**src/rtl/pipe_control_unit_if.sv**
```systemverilog
// Control-unit bus: ID-stage inputs (opcode, valid, hazard controls) and staged control outputs.
// Latency and backpressure are owned by pipe_control_unit; this only groups the wires.
interface pipe_control_unit_if #(
   parameter int unsigned ALUOP_W = 2,
   parameter int unsigned CNT_W   = 16
);
   logic [5:0]         opcode;
   logic               id_valid;
   logic               stall;
   logic               flush;
   logic               cnt_clr;
   logic [ALUOP_W-1:0] ex_alu_op;
   logic               ex_alu_src;
   logic               ex_reg_dst;
   logic               ex_illegal;
   logic               mem_branch;
   logic               mem_branch_ne;
   logic               mem_jump;
   logic               mem_read;
   logic               mem_write;
   logic               wb_reg_write;
   logic               wb_mem_to_reg;
   logic [CNT_W-1:0]   bubble_cnt;

   modport master (
      output opcode, id_valid, stall, flush, cnt_clr,
      input  ex_alu_op, ex_alu_src, ex_reg_dst, ex_illegal,
      input  mem_branch, mem_branch_ne, mem_jump, mem_read, mem_write,
      input  wb_reg_write, wb_mem_to_reg, bubble_cnt
   );

   modport slave (
      input  opcode, id_valid, stall, flush, cnt_clr,
      output ex_alu_op, ex_alu_src, ex_reg_dst, ex_illegal,
      output mem_branch, mem_branch_ne, mem_jump, mem_read, mem_write,
      output wb_reg_write, wb_mem_to_reg, bubble_cnt
   );
endinterface

```
**src/rtl/pipe_control_unit.sv**
```systemverilog
// Pipelined MIPS main control: decodes ID opcode, stages it through ID/EX, EX/MEM, MEM/WB.
// ex_* one edge after accept, mem_* two, wb_* three; stall bubbles ID/EX, flush squashes ID and EX.
module pipe_control_unit #(
   parameter int unsigned ALUOP_W = 2,
   parameter int unsigned EN_ADDI = 1,
   parameter int unsigned EN_JUMP = 1,
   parameter int unsigned EN_BNE  = 1,
   parameter int unsigned CNT_W   = 16
) (
   input  logic                 clk,
   input  logic                 rst_n,
   pipe_control_unit_if.slave   bus
);

   typedef struct packed {
      logic [ALUOP_W-1:0] alu_op;
      logic               alu_src;
      logic               reg_dst;
      logic               illegal;
      logic               branch;
      logic               branch_ne;
      logic               jump;
      logic               mem_read;
      logic               mem_write;
      logic               reg_write;
      logic               mem_to_reg;
   } id_ctrl_t;

   typedef struct packed {
      logic branch;
      logic branch_ne;
      logic jump;
      logic mem_read;
      logic mem_write;
      logic reg_write;
      logic mem_to_reg;
   } mem_ctrl_t;

   typedef struct packed {
      logic reg_write;
      logic mem_to_reg;
   } wb_ctrl_t;

   id_ctrl_t         dec;
   id_ctrl_t         idex_d,  idex_q;
   mem_ctrl_t        exmem_d, exmem_q;
   wb_ctrl_t         memwb_d, memwb_q;
   logic [CNT_W-1:0] cnt_d,   cnt_q;

   always_comb begin
      dec = '0;
      case (bus.opcode)
         6'b100011: begin
            dec.alu_src    = 1'b1;
            dec.mem_read   = 1'b1;
            dec.reg_write  = 1'b1;
            dec.mem_to_reg = 1'b1;
         end
         6'b101011: begin
            dec.alu_src   = 1'b1;
            dec.mem_write = 1'b1;
         end
         6'b000100: begin
            dec.alu_op = ALUOP_W'(2'b01);
            dec.branch = 1'b1;
         end
         6'b000101: begin
            if (EN_BNE != 0) begin
               dec.alu_op    = ALUOP_W'(2'b01);
               dec.branch    = 1'b1;
               dec.branch_ne = 1'b1;
            end else begin
               dec.illegal = 1'b1;
            end
         end
         6'b000000: begin
            dec.alu_op    = ALUOP_W'(2'b10);
            dec.reg_dst   = 1'b1;
            dec.reg_write = 1'b1;
         end
         6'b001000: begin
            if (EN_ADDI != 0) begin
               dec.alu_src   = 1'b1;
               dec.reg_write = 1'b1;
            end else begin
               dec.illegal = 1'b1;
            end
         end
         6'b000010: begin
            if (EN_JUMP != 0) dec.jump    = 1'b1;
            else              dec.illegal = 1'b1;
         end
         default: dec.illegal = 1'b1;
      endcase
   end

   // flush outranks stall; MEM/WB ignores flush so the resolving branch still retires
   always_comb begin
      idex_d  = (bus.flush || bus.stall || !bus.id_valid) ? '0 : dec;
      exmem_d = '0;
      if (!bus.flush) begin
         exmem_d.branch     = idex_q.branch;
         exmem_d.branch_ne  = idex_q.branch_ne;
         exmem_d.jump       = idex_q.jump;
         exmem_d.mem_read   = idex_q.mem_read;
         exmem_d.mem_write  = idex_q.mem_write;
         exmem_d.reg_write  = idex_q.reg_write;
         exmem_d.mem_to_reg = idex_q.mem_to_reg;
      end
      memwb_d.reg_write  = exmem_q.reg_write;
      memwb_d.mem_to_reg = exmem_q.mem_to_reg;
      cnt_d = cnt_q;
      if (bus.cnt_clr)
         cnt_d = '0;
      else if (bus.stall && !bus.flush && bus.id_valid && (cnt_q != {CNT_W{1'b1}}))
         cnt_d = cnt_q + CNT_W'(1);
   end

   always_ff @(posedge clk or negedge rst_n) begin
      if (!rst_n) begin
         idex_q  <= '0;
         exmem_q <= '0;
         memwb_q <= '0;
         cnt_q   <= '0;
      end else begin
         idex_q  <= idex_d;
         exmem_q <= exmem_d;
         memwb_q <= memwb_d;
         cnt_q   <= cnt_d;
      end
   end

   assign bus.ex_alu_op     = idex_q.alu_op;
   assign bus.ex_alu_src    = idex_q.alu_src;
   assign bus.ex_reg_dst    = idex_q.reg_dst;
   assign bus.ex_illegal    = idex_q.illegal;
   assign bus.mem_branch    = exmem_q.branch;
   assign bus.mem_branch_ne = exmem_q.branch_ne;
   assign bus.mem_jump      = exmem_q.jump;
   assign bus.mem_read      = exmem_q.mem_read;
   assign bus.mem_write     = exmem_q.mem_write;
   assign bus.wb_reg_write  = memwb_q.reg_write;
   assign bus.wb_mem_to_reg = memwb_q.mem_to_reg;
   assign bus.bubble_cnt    = cnt_q;

endmodule

```
**src/flat_wrapper.sv**
```systemverilog
// flat-port wrapper written by rule: the top's interface ports become plain ports
module pipe_control_unit_flat 
#(
   parameter int unsigned ALUOP_W = 2,
   parameter int unsigned EN_ADDI = 1,
   parameter int unsigned EN_JUMP = 1,
   parameter int unsigned EN_BNE  = 1,
   parameter int unsigned CNT_W   = 16
)
  (clk, rst_n, bus_opcode, bus_id_valid, bus_stall, bus_flush, bus_cnt_clr, bus_ex_alu_op, bus_ex_alu_src, bus_ex_reg_dst, bus_ex_illegal, bus_mem_branch, bus_mem_branch_ne, bus_mem_jump, bus_mem_read, bus_mem_write, bus_wb_reg_write, bus_wb_mem_to_reg, bus_bubble_cnt);
  pipe_control_unit_if #(.ALUOP_W(ALUOP_W), .CNT_W(CNT_W)) bus_i ();
  input  logic clk;
  input  logic rst_n;
  input wire logic [$bits(bus_i.opcode)-1:0] bus_opcode;
  input wire logic [$bits(bus_i.id_valid)-1:0] bus_id_valid;
  input wire logic [$bits(bus_i.stall)-1:0] bus_stall;
  input wire logic [$bits(bus_i.flush)-1:0] bus_flush;
  input wire logic [$bits(bus_i.cnt_clr)-1:0] bus_cnt_clr;
  output wire logic [$bits(bus_i.ex_alu_op)-1:0] bus_ex_alu_op;
  output wire logic [$bits(bus_i.ex_alu_src)-1:0] bus_ex_alu_src;
  output wire logic [$bits(bus_i.ex_reg_dst)-1:0] bus_ex_reg_dst;
  output wire logic [$bits(bus_i.ex_illegal)-1:0] bus_ex_illegal;
  output wire logic [$bits(bus_i.mem_branch)-1:0] bus_mem_branch;
  output wire logic [$bits(bus_i.mem_branch_ne)-1:0] bus_mem_branch_ne;
  output wire logic [$bits(bus_i.mem_jump)-1:0] bus_mem_jump;
  output wire logic [$bits(bus_i.mem_read)-1:0] bus_mem_read;
  output wire logic [$bits(bus_i.mem_write)-1:0] bus_mem_write;
  output wire logic [$bits(bus_i.wb_reg_write)-1:0] bus_wb_reg_write;
  output wire logic [$bits(bus_i.wb_mem_to_reg)-1:0] bus_wb_mem_to_reg;
  output wire logic [$bits(bus_i.bubble_cnt)-1:0] bus_bubble_cnt;
  assign bus_i.opcode = bus_opcode;
  assign bus_i.id_valid = bus_id_valid;
  assign bus_i.stall = bus_stall;
  assign bus_i.flush = bus_flush;
  assign bus_i.cnt_clr = bus_cnt_clr;
  assign bus_ex_alu_op = bus_i.ex_alu_op;
  assign bus_ex_alu_src = bus_i.ex_alu_src;
  assign bus_ex_reg_dst = bus_i.ex_reg_dst;
  assign bus_ex_illegal = bus_i.ex_illegal;
  assign bus_mem_branch = bus_i.mem_branch;
  assign bus_mem_branch_ne = bus_i.mem_branch_ne;
  assign bus_mem_jump = bus_i.mem_jump;
  assign bus_mem_read = bus_i.mem_read;
  assign bus_mem_write = bus_i.mem_write;
  assign bus_wb_reg_write = bus_i.wb_reg_write;
  assign bus_wb_mem_to_reg = bus_i.wb_mem_to_reg;
  assign bus_bubble_cnt = bus_i.bubble_cnt;
  pipe_control_unit #(.ALUOP_W(ALUOP_W), .EN_ADDI(EN_ADDI), .EN_JUMP(EN_JUMP), .EN_BNE(EN_BNE), .CNT_W(CNT_W)) u_core (.clk(clk), .rst_n(rst_n), .bus(bus_i));
endmodule
```
**config.mk**
```make
export PLATFORM = sky130hd
export DESIGN_NAME = pipe_control_unit_flat
export DESIGN_NICKNAME = d
export VERILOG_FILES = /design/src/rtl/pipe_control_unit_if.sv /design/src/rtl/pipe_control_unit.sv /design/src/flat_wrapper.sv
export SDC_FILE = /design/constraint.sdc
export NUM_CORES = 1
export LEC_CHECK = 0
export CAP_MARGIN = 20
export CORE_MARGIN = 2
export CORE_UTILIZATION = 52
export DETAILED_ROUTE_END_ITERATION = 10
export PLACE_DENSITY = 0.83
export SETUP_SLACK_MARGIN = 0.05
export SYNTH_ARGS = -nofsm -noshare
export SYNTH_HDL_FRONTEND = slang
export SYNTH_SLANG_ARGS = --single-unit
```
**constraint.sdc**
```tcl
create_clock -name clk -period 3.34 [get_ports clk]
set_clock_uncertainty 0.15 [all_clocks]
set_input_delay 1.002 -clock clk [delete_from_list [all_inputs] [get_ports clk]]
set_output_delay 1.002 -clock clk [all_outputs]
set_load 0.01 [all_outputs]
```
==> impl_metrics.csv, run 1 <==
group,metric,value,unit
route,drc,0,
power,peakVddDrop,0.2697,mV
logic_synthesis,post_synth.cell_area_avg,10.47,µm²
global_routing,pin_count_of_the_biggest_net_entering_global_routing,35,
worst_setup_path,worst-setup-path-type,"input port to flip-flop",
logic_synthesis,synth_edf_count,0,
global_routing,antenna_found_initial,0,
placed_design,gpl.final_weighted_congestion,0.8501,
floorplanning,floorplan.io_pins,40,
global_routing,global_route_wire_length_before_repair,5609,µm
placed_design,buffer_ports.inserted,39,
route,pre_repair_dr_iteration_count,4,
timing,totalNegativeSetupSlack,0,ns
layout,layout.nets,208,
clock_tree,cts_tree,"built",
layout,largest_register_ffs,16,
clock_tree,postCtsResizedCells,0,
route,vias_per_cell,6.079,
global_routing,via_count_of_the_first_global_routing_pass,1341,
worst_setup_path,cp.required,3.44,ns
timing,final-setup-viol-count,0,
clock_tree,worst_skew_pair.late_latency,0.34,ns
route,postRouteAntennaNets,0,
worst_setup_path,timing.critical_path.fanout_max,9,
clock_tree,cts_max_path_buffers,2,
worst_setup_path,crit_path_cell_trace,"clkdlybuf4s50_1 -> nand3b_1 -> or4_1 -> or4_1 -> a21oi_1",
clock_tree,cts_root_buf,"sky130_fd_sc_hd__clkbuf_4",
clock_tree,number_of_h_tree_branching_levels,2,
hold_path,worst_hold_path_type,"flip-flop to flip-flop",
worst_setup_path,critical_path.slowest_cell,"sky130_fd_sc_hd__clkdlybuf4s50_1",
logic_synthesis,ys_async_sr_fraction,1.000,
clock_tree,number_of_clock_sinks_seen_by_cts,34,
floorplanning,die_width,59.87,µm
power,power.density_cell_area,322.4,nW/µm²
logic_synthesis,ys_warn_count,0,
timing,timing_hold_violations_final,0,
placed_design,dpl.hpwl,2532,µm
layout,layoutNonFillerInstCount,228,
floorplanning,floorplan.initialDensity,0.5404,
worst_setup_path,worst_path_most_repeated_cell,"sky130_fd_sc_hd__or4_1",
timing,max_clock_freq,357.9,MHz
job,max_cap_violations,0,
logic_synthesis,mappedNetlistArea,1623,µm²
timing,min_period_over_period,0.8365,
clock_tree,cts-buffers-inserted,5,
layout,syn2layout_area_growth,27.60,%
floorplanning,core_area,3003,µm²
logic_synthesis,synth_largest_area_cell,"sky130_fd_sc_hd__dfrtp_1",
global_routing,grt.overflow.total,0,
logic_synthesis,synth_sequential_area_ratio,0.5243,
route,dr_total_vias,1386,
logic_synthesis,synth_flop_cell,"sky130_fd_sc_hd__dfrtp_1",
logic_synthesis,netlist_top_cells_count,"34 x sky130_fd_sc_hd__dfrtp_1, 15 x sky130_fd_sc_hd__a21oi_1, 9 x sky130_fd_sc_hd__nor2b_1, 9 x sky130_fd_sc_hd__or4_1, 8 x sky130_fd_sc_hd__o31ai_1",
worst_setup_path,setup.worst_path.start_class,"input port",
power,p_leak,0.8570,nW
timing,slew_headroom,0.5512,
logic_synthesis,netlist_top_cells_area,"sky130_fd_sc_hd__dfrtp_1 52%, sky130_fd_sc_hd__a21oi_1 4.6%, sky130_fd_sc_hd__or4_1 4.2%, sky130_fd_sc_hd__o31ai_1 3.7%, sky130_fd_sc_hd__nor2b_1 3.5%",
placed_design,dp.cells,221,
floorplanning,number_of_cell_rows,20,
logic_synthesis,post_synth_num_cell_types,34,
logic_synthesis,ys_seq_elements,34,
logic_synthesis,most_frequent_cell_after_synthesis,"sky130_fd_sc_hd__dfrtp_1",
logic_synthesis,post_synthesis_net_count,168,
worst_setup_path,worstPathBufferInverterCount,1,
layout,diodes,0,
logic_synthesis,post-synth-top-area-fraction,0.5243,
logic_synthesis,syn-instance-count,155,
timing,worst_slew_pin_slew,0.6711,ns
worst_setup_path,slowest_delay,0.53,ns
route,wirelength,3422,µm
clock_tree,worst_setup_hold_path_clk_slew,0.10,ns
worst_setup_path,critPathArrivalTime,2.90,ns
global_routing,gr_usage_total,0.2101,
timing,grt_setup_unrepaired,"no",
clock_tree,cts_hold_repair.buffers,0,
route,drt_iter0_markers,103,
run_status,outcome,"complete, no violations",
route,drt-wirelength-per-cell,15.01,µm
layout,post_route_cells_drive_above_1_share,0.08205,
timing,final_period_minus_worst_setup_slack,2.794,ns
floorplanning,design.die.area,3584,µm²
clock_tree,post_cts_buffers,0,
timing,final_max_tran_viols,0,
floorplanning,die_y,59.87,µm
worst_setup_path,crit_family,"simple AND/OR/NAND/NOR gates",
worst_setup_path,critPathCaptureType,"flip-flop",
-- placed cells by master (no fill, tap or decap), drive strengths merged, types with 4 or more instances in the layout --
cell	synthesis	final
clkbuf	5	5
nand2	4	4
a21oi	15	15
nor3	6	6
nand3	4	4
o31ai	8	8
nand4	9	9
inv	6	6
nor2b	9	9
or4	9	9
clkdlybuf4s50	0	39
nor2	6	6
o21ai	4	4
nand2b	5	5
dfrtp	34	34
or3	5	5
-- stage by stage --
step | instance area [µm²] | setup WS, ns | total power [W] | util | hold slack, ns
2_1_floorplan | 1623 | 0.8586 | 0.0004387 | - | 0.1812
3_5_place_dp | 2023 | 0.1734 | 0.0004709 | 0.6738 | 0.1941
3_3_place_gp | 2023 | 0.2576 | 0.0004691 | 0.6738 | 0.1850
4_1_cts | 2071 | 0.5382 | 0.0006763 | 0.6896 | 0.2177
5_1_grt | 2071 | 0.4368 | 0.0006977 | 0.6896 | 0.2272
6_report | 2071 | 0.5463 | 0.0006677 | 0.6896 | 0.2152
-- worst paths after layout --
kind,start,end,slack [ns],cells after the start
min in group asynchronous,rst_n,u_core.bus.bubble_cnt[15],0.90,2
worst max register to register,u_core.bus.bubble_cnt[0],u_core.bus.bubble_cnt[10],1.10,5
worst min register to register,u_core.exmem_q[1],u_core.bus.wb_reg_write,0.22,0
worst max-delay path,bus_flush,u_core.bus.bubble_cnt[10],0.55,5
worst min-delay path,u_core.exmem_q[1],u_core.bus.wb_reg_write,0.22,0
max in group asynchronous,rst_n,u_core.idex_q[4],1.84,2
-- report_power, final --
group / total, W / switching, W / leakage, nW / internal [W]
Sequential: 0.000415 / 0.00000153 / 0.474 / 0.000413
Clock: 0.000206 / 0.000130 / 0.0308 / 0.0000755
Combinational: 0.0000475 / 0.0000257 / 0.352 / 0.0000218
-- cell type report --
cell class	instances	area, µm²
Clock buffer	5	37.54
Clock inverter	2	10.01
Fill cell	233	932.1
Inverter	6	22.52
Multi-Input combinational cell	107	703.2
Sequential cell	34	850.8
Tap cell	33	41.29
Timing Repair Buffer	41	405.4
-- kinds of logic (layout without fill, tap and decap cells) --
group,after synthesis,in the layout,share of synthesized area
adder cells (fa/ha/maj),1,1,0.007709
AND/OR/NAND/NOR,69,69,0.2745
multiplexers,5,5,0.03315
flip-flops,34,34,0.5243
buffers and inverters,14,54,0.04240
AO/OA/AOI/OAI,32,32,0.1180
-- layer usage --
metal | vias to the layer above | track usage | share of wire
met5 | - | 0 | 0
met4 | 0 | 0.1302 | 0.028
met3 | 13 | 0.05844 | 0.063
met2 | 66 | 0.3540 | 0.50
met1 | 657 | 0.2322 | 0.41
li1 | 650 | - | -
No activity file was read; power rests on OpenSTA's default activity.
==> run 2: changes to the inputs <==
--- a/config.mk
+++ b/config.mk
@@ -7,9 +7,9 @@
 export LEC_CHECK = 0
 export CAP_MARGIN = 20
 export CORE_MARGIN = 2
-export CORE_UTILIZATION = 52
+export CORE_UTILIZATION = 48
 export DETAILED_ROUTE_END_ITERATION = 10
-export PLACE_DENSITY = 0.83
+export PLACE_DENSITY = 0.77
 export SETUP_SLACK_MARGIN = 0.05
 export SYNTH_ARGS = -nofsm -noshare
 export SYNTH_HDL_FRONTEND = slang
==> constraint.sdc (replaced) <==
create_clock -name clk -period 2.8 [get_ports clk]
set_clock_uncertainty 0.15 [all_clocks]
set_input_delay 0.84 -clock clk [delete_from_list [all_inputs] [get_ports clk]]
set_output_delay 0.84 -clock clk [all_outputs]
set_load 0.01 [all_outputs]
==> run 2 against run 1 <==
Core utilization is 3.0 points lower. Worst setup slack got worse by 0.28 ns. Final area rose by 4.7%. Largest power group unchanged. Final cell count rose by 8.8%. Routed wire length up 3.4%. Power rose by 38%. Register-to-register slack worse by 0.53 ns. Via count increased by 0.29%. Highest routed layer unchanged. Count of clock-buffer cells in the layout unchanged.
==> impl_metrics.csv, run 2 (synthesis gave the netlist of run 1 again) <==
group,metric,value,unit
timing,min_period_over_period,0.9044,
placed_design,placed_cell_area,2085,µm²
timing,final-setup-viol-count,0,
run_status,outcome,"complete, no violations",
power,total_power,0.0009219,W
layout,layoutNonFillerInstCount,248,
route,wirelength,3537,µm
placed_design,dp.cells,240,
route,dr_total_vias,1390,
clock_tree,cts_hold_repair.buffers,0,
floorplanning,floorplan.io_pins,40,
power,peakVddDrop,0.3444,mV
global_routing,global_route_wire_length_before_repair,6216,µm
route,pre_repair_dr_iteration_count,5,
floorplanning,die_y,62.15,µm
clock_tree,cts-buffers-inserted,5,
clock_tree,post_cts_buffers,0,
timing,final_max_tran_viols,0,
power,p_leak,0.8907,nW
clock_tree,number_of_clock_sinks_seen_by_cts,34,
worst_setup_path,critPathCapture,"u_core.idex_q[4]",
clock_tree,cts_max_path_buffers,2,
worst_setup_path,critPathCaptureType,"flip-flop",
worst_setup_path,reg2reg_from,"u_core.bus.bubble_cnt[0]",
floorplanning,number_of_cell_rows,21,
global_routing,via_count_of_the_first_global_routing_pass,1405,
clock_tree,worst_setup_hold_path_clk_slew,0.11,ns
clock_tree,cts_tree,"built",
global_routing,antenna_found_initial,0,
layout,postLayoutCellArea,2167,µm²
worst_setup_path,regToRegSetupSlack,0.57,ns
worst_setup_path,setup.worst_path.start_class,"input port",
clock_tree,cts_root_buf,"sky130_fd_sc_hd__clkbuf_4",
clock_tree,postCtsResizedCells,0,
route,drt-wirelength-per-cell,14.26,µm
global_routing,gr_usage_total,0.2031,
layout,layout.cells.most_common,"sky130_fd_sc_hd__clkdlybuf4s50_1",
worst_setup_path,critPathArrivalTime,2.62,ns
worst_setup_path,timing.reg2reg.worst_path_depth,5,
timing,timing_hold_violations_final,0,
placed_design,buffer_ports.inserted,39,
layout,post_route_cells_drive_above_1_share,0.1139,
layout,diodes,0,
floorplanning,design.die.area,3862,µm²
placed_design,preCtsSetupSlack,-0.03802,ns
timing,final_period_minus_worst_setup_slack,2.532,ns
route,vias_per_cell,5.605,
timing,worst_slew_pin_slew,0.5195,ns
placed_design,gpl.final_weighted_congestion,0.7885,
timing,hold_slack,0.2092,ns
layout,final_cell_mix,"39 x sky130_fd_sc_hd__clkdlybuf4s50_1, 34 x sky130_fd_sc_hd__dfrtp_1, 15 x sky130_fd_sc_hd__a21oi_1",
layout,layout.nets,214,
timing,setup_slack_after_layout,0.2677,ns
floorplanning,die_width,62.15,µm
layout,syn2layout_area_growth,33.54,%
floorplanning,core_area,3284,µm²
timing,grt_setup_unrepaired,"no",
clock_tree,worst_skew_pair.late_latency,0.34,ns
floorplanning,floorplan.initialDensity,0.4941,
power,power.density_cell_area,425.4,nW/µm²
worst_setup_path,worstSetupStartpoint,"bus_id_valid",
job,max_cap_violations,0,
layout,largest_register_ffs,16,
hold_path,worst_hold_path_type,"flip-flop to flip-flop",
worst_setup_path,cp.required,2.89,ns
route,drt_iter0_markers,78,
global_routing,grt.overflow.total,0,
timing,max_clock_freq,394.9,MHz
global_routing,pin_count_of_the_biggest_net_entering_global_routing,35,
route,postRouteAntennaNets,0,
worst_setup_path,r2r_end,"u_core.bus.bubble_cnt[10]",
clock_tree,number_of_h_tree_branching_levels,2,
timing,slew_headroom,0.6511,
worst_setup_path,worst-setup-path-type,"input port to flip-flop",
placed_design,dpl.hpwl,2509,µm
worst_setup_path,timing.critical_path.fanout_max,3,
route,drc,0,
-- run 2: cell count changes in the layout (fill, tap and decap cells not counted) --
cell	delta
sky130_fd_sc_hd__clkinv_2	-2
sky130_fd_sc_hd__buf_4	+6
sky130_fd_sc_hd__bufinv_16	+1
sky130_fd_sc_hd__clkinvlp_4	+2
-- run 2: layout make-up --
class | instances | area [µm²]
clock buffer | 5 | 37.54
clock inverter | 3 | 45.04
fill | 284 | 1117
inverter | 6 | 22.52
multi-input combinational | 107 | 703.2
sequential | 34 | 850.8
tap | 46 | 57.56
timing repair buffer | 47 | 450.4
-- run 2: power by group --
group / internal (W) / switching, W
Combinational: 0.0000295 / 0.0000328
Sequential: 0.000493 / 0.00000207
Clock: 0.000187 / 0.000177
Total: 0.000710 / 0.000212
-- run 2: layer usage --
metal | vias to the layer above | track usage | routed length [µm]
li1 | 661 | - | -
met2 | 46 | 0.3111 | 1688
met3 | 11 | 0.05797 | 193
met4 | 0 | 0.1222 | 101
met1 | 672 | 0.2566 | 1554
met5 | - | 0 | 0
-- run 2: worst min-delay path by stage --
| stage | startpoint | endpoint | slack, ns | cells after the start |
|---|---|---|---|---|
| floorplan | u_core.exmem_q[1] | u_core.bus.wb_reg_write | 0.18 | 0 |
| global placement | u_core.exmem_q[1] | u_core.bus.wb_reg_write | 0.19 | 0 |
| detailed placement | u_core.exmem_q[1] | u_core.bus.wb_reg_write | 0.19 | 0 |
| CTS | u_core.exmem_q[1] | u_core.bus.wb_reg_write | 0.21 | 0 |
| global route | u_core.exmem_q[1] | u_core.bus.wb_reg_write | 0.22 | 0 |
| finish | u_core.exmem_q[1] | u_core.bus.wb_reg_write | 0.21 | 0 |
-- run 2: worst max-delay path: stages --
cell                              delay [ns]
sky130_fd_sc_hd__clkdlybuf4s50_1        0.50
sky130_fd_sc_hd__or3b_1                 0.39
sky130_fd_sc_hd__or3_1                  0.36
sky130_fd_sc_hd__or3_1                  0.33
sky130_fd_sc_hd__nor3_1                 0.21
-- run 2: through the flow --
step,util,TNS (ns)
floorplan,-,0
global placement,0.6347,0
detailed placement,0.6347,-0.1530
CTS,0.6598,0
global route,0.6598,0
finish,0.6598,0
